===== config.mk =====
export PLATFORM = sky130hd
export DESIGN_NAME = row_window_buffer
export DESIGN_NICKNAME = d
export VERILOG_FILES = /design/src/rtl/row_window_buffer_pkg.sv /design/src/rtl/row_window_buffer_line_mem.sv /design/src/rtl/row_window_buffer.sv
export SDC_FILE = /design/constraint.sdc
export NUM_CORES = 1
export LEC_CHECK = 0
export BUFFER_PORTS_ARGS = -buffer_cell sky130_fd_sc_hd__clkbuf_2
export CELL_PAD_IN_SITES_DETAIL_PLACEMENT = 0
export CELL_PAD_IN_SITES_GLOBAL_PLACEMENT = 2
export CORE_MARGIN = 1
export CORE_UTILIZATION = 45
export DETAILED_ROUTE_END_ITERATION = 8
export PLACE_DENSITY_LB_ADDON = 0.1
export SLEW_MARGIN = 15
export SYNTH_ARGS = -nofsm -noshare
export SYNTH_HDL_FRONTEND = slang
export SYNTH_SLANG_ARGS = --single-unit
export TNS_END_PERCENT = 20

===== constraint.sdc =====
create_clock -name clk -period 3.6 [get_ports clk]
set_clock_uncertainty 0.1 [all_clocks]
set_input_delay 1.08 -clock clk [delete_from_list [all_inputs] [get_ports clk]]
set_output_delay 1.08 -clock clk [all_outputs]
set_load 0.01 [all_outputs]

===== src/rtl/row_window_buffer_pkg.sv =====
// Shared types and default geometry for the row window buffer.
package row_window_buffer_pkg;

  // Row-fill phases: the first two rows of a frame only prime the line memories.
  typedef enum logic [1:0] {
    FILL0  = 2'd0,
    FILL1  = 2'd1,
    STREAM = 2'd2
  } rwb_state_e;

  localparam int unsigned DEF_IMG_W  = 32;
  localparam int unsigned DEF_IMG_H  = 32;
  localparam int unsigned DEF_DATA_W = 8;

endpackage


===== src/rtl/row_window_buffer_line_mem.sv =====
// Single-port row memory: synchronous write, combinational read at the same address.
module line_mem #(
  parameter int unsigned DEPTH  = 32,
  parameter int unsigned DATA_W = 8
) (
  input  logic                     clk,
  input  logic                     we_i,
  input  logic [$clog2(DEPTH)-1:0] addr_i,
  input  logic [DATA_W-1:0]        wdata_i,
  output logic [DATA_W-1:0]        rdata_o
);

  logic [DATA_W-1:0] mem_q [DEPTH];

  // Write the addressed column; storage is deliberately not reset.
  always_ff @(posedge clk) begin
    if (we_i) begin
      mem_q[addr_i] <= wdata_i;
    end
  end

  assign rdata_o = mem_q[addr_i];

endmodule


===== src/rtl/row_window_buffer.sv =====
// Row window buffer: turns a raster pixel stream into vertical triples
// (rows r-2, r-1, r at one column) for a downstream 3x3 kernel stage.
//
// state  | meaning
// -------+-----------------------------------------------------------
// FILL0  | consuming row 0 of the frame, no output
// FILL1  | consuming row 1 of the frame, no output
// STREAM | rows 2..IMG_H-1, every accepted beat yields a triple
//
// reset_n is active-high despite its name. An accepted beat carrying in_sof
// is processed as column 0 / row 0 / FILL0 regardless of the live counters.
module row_window_buffer
  import row_window_buffer_pkg::*;
#(
  parameter int unsigned IMG_W  = DEF_IMG_W,
  parameter int unsigned IMG_H  = DEF_IMG_H,
  parameter int unsigned DATA_W = DEF_DATA_W
) (
  input  logic                     clk,
  input  logic                     reset_n,
  input  logic                     in_valid,
  output logic                     in_ready,
  input  logic [DATA_W-1:0]        in_pix,
  input  logic                     in_sof,
  output logic                     out_valid,
  input  logic                     out_ready,
  output logic [DATA_W-1:0]        R1,
  output logic [DATA_W-1:0]        R2,
  output logic [DATA_W-1:0]        R3,
  output logic [$clog2(IMG_W)-1:0] out_col,
  output logic                     out_eol,
  output logic                     frame_done
);

  localparam int unsigned COL_W = $clog2(IMG_W);
  localparam int unsigned ROW_W = $clog2(IMG_H);
  localparam logic [COL_W-1:0] COL_LAST = COL_W'(IMG_W - 1);
  localparam logic [ROW_W-1:0] ROW_LAST = ROW_W'(IMG_H - 1);

  rwb_state_e        state_q, state_d;
  logic [COL_W-1:0]  col_q, col_d;
  logic [ROW_W-1:0]  row_q, row_d;
  logic              out_valid_q, out_valid_d;
  logic [DATA_W-1:0] r1_q, r1_d;
  logic [DATA_W-1:0] r2_q, r2_d;
  logic [DATA_W-1:0] r3_q, r3_d;
  logic [COL_W-1:0]  out_col_q, out_col_d;
  logic              out_eol_q, out_eol_d;
  logic              last_q, last_d;

  logic              accept;
  rwb_state_e        beat_state;
  logic [COL_W-1:0]  beat_col;
  logic [ROW_W-1:0]  beat_row;
  logic              col_wrap;
  logic              row_wrap;
  logic [DATA_W-1:0] line1_rd;
  logic [DATA_W-1:0] line2_rd;

  // Accept whenever the output slot is free or being drained this cycle.
  assign in_ready = !out_valid_q || out_ready;
  assign accept   = in_valid && in_ready && !reset_n;

  // Start-of-frame overrides the live position for the beat that carries it.
  assign beat_state = in_sof ? FILL0 : state_q;
  assign beat_col   = in_sof ? '0    : col_q;
  assign beat_row   = in_sof ? '0    : row_q;
  assign col_wrap   = (beat_col == COL_LAST);
  assign row_wrap   = (beat_row == ROW_LAST);

  // line1 holds row r-1, line2 holds row r-2; both shift down by one row per beat.
  line_mem #(
    .DEPTH  (IMG_W),
    .DATA_W (DATA_W)
  ) u_line1 (
    .clk     (clk),
    .we_i    (accept),
    .addr_i  (beat_col),
    .wdata_i (in_pix),
    .rdata_o (line1_rd)
  );

  line_mem #(
    .DEPTH  (IMG_W),
    .DATA_W (DATA_W)
  ) u_line2 (
    .clk     (clk),
    .we_i    (accept),
    .addr_i  (beat_col),
    .wdata_i (line1_rd),
    .rdata_o (line2_rd)
  );

  // Next position and fill phase; phase changes only at the end of a row.
  always_comb begin
    state_d = state_q;
    col_d   = col_q;
    row_d   = row_q;
    if (accept) begin
      state_d = beat_state;
      row_d   = beat_row;
      col_d   = col_wrap ? '0 : beat_col + COL_W'(1);
      if (col_wrap) begin
        row_d = row_wrap ? '0 : beat_row + ROW_W'(1);
        case (beat_state)
          FILL0:   state_d = FILL1;
          FILL1:   state_d = STREAM;
          STREAM:  state_d = row_wrap ? FILL0 : STREAM;
          default: state_d = FILL0;
        endcase
      end
    end
  end

  // Output slot: load a new triple on accept, otherwise hold until drained.
  always_comb begin
    out_valid_d = out_valid_q && !out_ready;
    r1_d        = r1_q;
    r2_d        = r2_q;
    r3_d        = r3_q;
    out_col_d   = out_col_q;
    out_eol_d   = out_eol_q;
    last_d      = last_q;
    if (accept) begin
      out_valid_d = (beat_state == STREAM);
      r1_d        = line2_rd;
      r2_d        = line1_rd;
      r3_d        = in_pix;
      out_col_d   = beat_col;
      out_eol_d   = col_wrap;
      last_d      = (beat_state == STREAM) && col_wrap && row_wrap;
    end
  end

  // State and output registers with synchronous active-high reset.
  always_ff @(posedge clk) begin
    if (reset_n) begin
      state_q     <= FILL0;
      col_q       <= '0;
      row_q       <= '0;
      out_valid_q <= 1'b0;
      r1_q        <= '0;
      r2_q        <= '0;
      r3_q        <= '0;
      out_col_q   <= '0;
      out_eol_q   <= 1'b0;
      last_q      <= 1'b0;
    end else begin
      state_q     <= state_d;
      col_q       <= col_d;
      row_q       <= row_d;
      out_valid_q <= out_valid_d;
      r1_q        <= r1_d;
      r2_q        <= r2_d;
      r3_q        <= r3_d;
      out_col_q   <= out_col_d;
      out_eol_q   <= out_eol_d;
      last_q      <= last_d;
    end
  end

  // Frame completion is signalled in the same cycle the final triple is taken.
  assign frame_done = !reset_n && out_valid_q && out_ready && last_q;

  assign out_valid = out_valid_q;
  assign R1        = r1_q;
  assign R2        = r2_q;
  assign R3        = r3_q;
  assign out_col   = out_col_q;
  assign out_eol   = out_eol_q;

endmodule

==> results.cfg <==
[status]
status = complete, no violations

[drt]
dr.pass1.iters = 5
vias_per_cell = 5.78
drc_errors = 0
antenna_left = 0
wl_mm = 60.4
routedWlPerCell_microns = 26.8
via_count = 13100
drtIter0Drc = 1102

[clocking]
cts_max_path_buffers = 3
cts_tree = yes
clk_pin_slew_ps = 60
cts.hold.buffers_added = 0
root_buffer = clkbuf_16
cts_inserted_buffers = 57
cts_resized = 0
clk_latency_ps = 610
clock-sinks = 556
post_cts_buffers = 0
htreeDepth = 2

[critical_path]
crit_path_end_kind = register
crit_fanout = 43
path_delay_family = buffers and inverters
crit_cells = 9
path_class = reg2reg
r2r-start = col_q[0]
slowest_delay_ps = 740
r2r_slack_ps = 480
crit_top_cell = buf_12
cp.buffers_inverters = 4
cp-start-kind = register
required_ps = 3840
rr_worst_depth = 9
slowest_stage = dfxtp_4
worstPathCellList = buf_12, buf_12, mux2i_1, a21oi_1, a22o_1, a211oi_1, buf_4, nand2_1, buf_12
worstPathArrival_ps = 3360
reg2reg_to = u_line2.mem_q[0][7]

[layout]
stdcell_area_sq_um = 26000
syn2layout_area_growth_pct = 16.3
drive_gt1_frac = 0.218
num_antenna_cells = 0
final_cell_mix = edfxtp_1, buf_4, mux2i_1
utilization = 0.531
final_common_cell = edfxtp_1
final_nets = 1566

[die]
start_util = 0.456
fp-row-count = 81
die_w_microns = 225
core_area_sq_um = 49000
ioPinCount = 46
dieHeight_microns = 225
fp.dieArea_sq_um = 50500

[synthesis]
synth_edf_count = 512
synth_seq_cells = 556
syn_avg_cell_area_sq_um = 15.9
synthesis.nets = 1425
yosys_most_used_dff = edfxtp_1
ys_warn_count = 0
synthesis.instances = 1405
synth_area_sq_um = 22300
yosysSeqAreaShare = 0.728
synth_cell_types = 67
async_flop_share = 0

[pwr]
power_density_nw_per_um2 = 521
p_leak_nw = 8.66
irDropWorstVdd_uv = 474

[timing]
slew_headroom = 0.408
fin_ws_ps = 479
rsz0062_at_grt = false
period_share = 0.867
setup_violations = 0
max_freq_ghz = 0.320
period_needed_ps = 3120
slew_viol_final = 0
whs_ps = 351
setup-tns-final_ps = 0
hold_viol_final = 0
worst_slew_pin_slew_ps = 888

[run]
max_cap_violations = 0

[place]
place_congestion = 0.807
dpl.hpwl_mm = 38.9
place_ws_ps = 57.0
portBuffers = 45
post_dp_cell_area_sq_um = 24200

[global_routing]
grt_overflow = 0
antenna_found_initial = 0
grt_pass1_vias = 12800
grt_pass1_wl_mm = 87.7
grtUsageTotal = 0.243
grt_max_degree = 57

[hold_path]
hold_path.class = reg2reg
hold_path_end = last_q
hold_start = last_q
whs_path_depth = 2
==> final cells by class <==
cell class,instances,area (sq um)
multi-input cells,734,5460
clock inverters,23,164
inverters,7,28.8
repair buffers,190,1590
flip-flops and latches,556,16300
well taps,664,831
fillers,4011,23000
clock buffers,83,1640
==> report_power, final <==
group | switching [mW] | internal (mW)
combinational | 0.452 | 0.240
clock | 2.39 | 3.28
sequential | 0.0395 | 7.12
total | 2.88 | 10.6
==> synth_stat cells (21+ instances only) <==
master | count | share of area
edfxtp_1 | 512 | 0.69
nor2b_1 | 29 | 0.0081
mux2i_1 | 81 | 0.036
dfxtp_1 | 44 | 0.039
a211oi_1 | 45 | 0.015
a221oi_1 | 47 | 0.018
a21oi_1 | 64 | 0.014
buf_2 | 43 | 0.0096
o21ai_0 | 35 | 0.0078
nand2_1 | 75 | 0.013
nor2_1 | 81 | 0.014
clkbuf_1 | 31 | 0.0052
mux4_2 | 21 | 0.021
==> metrics by stage <==
stage                     power (mW)  cells
after floorplan                 7.66   1405
after global placement          7.99   2151
after detailed placement        8.00   2151
after CTS                       13.7   2257
after global routing            14.0   2257
final                           13.5   2257
==> worst register-to-register path, delay by kind of cell, from the launching register on <==
family / cells / cell delay (ps)
AO/OA/AOI/OAI: 3 / 600
flip-flops: 1 / 740
multiplexers: 1 / 350
AND/OR/NAND/NOR: 1 / 80
buffers and inverters: 4 / 980
==> worst max-delay path by stage <==
stage	startpoint	endpoint	slack (ps)
after floorplan	out_ready	u_line1.mem_q[0][0]	220
after global placement	in_sof	R1[5]	90
after detailed placement	in_sof	R1[5]	60
after CTS	col_q[0]	u_line2.mem_q[9][7]	470
after global routing	col_q[0]	u_line2.mem_q[9][7]	350
final	col_q[0]	u_line2.mem_q[0][7]	480
==> routing by layer <==
| layer | track usage | up-vias | share of wire |
|---|---|---|---|
| li1 | - | 5903 | - |
| met1 | 0.345 | 6689 | 0.45 |
| met2 | 0.383 | 356 | 0.48 |
| met3 | 0.0294 | 108 | 0.043 |
| met4 | 0.0946 | 0 | 0.034 |
| met5 | 0 | - | 0 |
==> flip-flops by register name (all words and copies together) (netlist names) <==
name           count
row_q              5
R1                 8
state_q            2
last_q             1
out_valid          1
col_q              5
R2                 8
u_line1.mem_q    256
u_line2.mem_q    256
R3                 8
out_eol            1
out_col            5
==> kinds of logic (layout without fill, tap and decap cells) <==
group	Yosys count	in the layout	share of synthesized area
flip-flops	556	556	0.728
buffers and inverters	115	303	0.0299
multiplexers	120	120	0.0666
AND/OR/NAND/NOR	290	290	0.0662
adder cells (fa/ha/maj)	7	7	0.00392
XOR/XNOR	1	1	0.000392
AO/OA/AOI/OAI	316	316	0.105
Note: power is estimated with default switching activity, not from simulation.
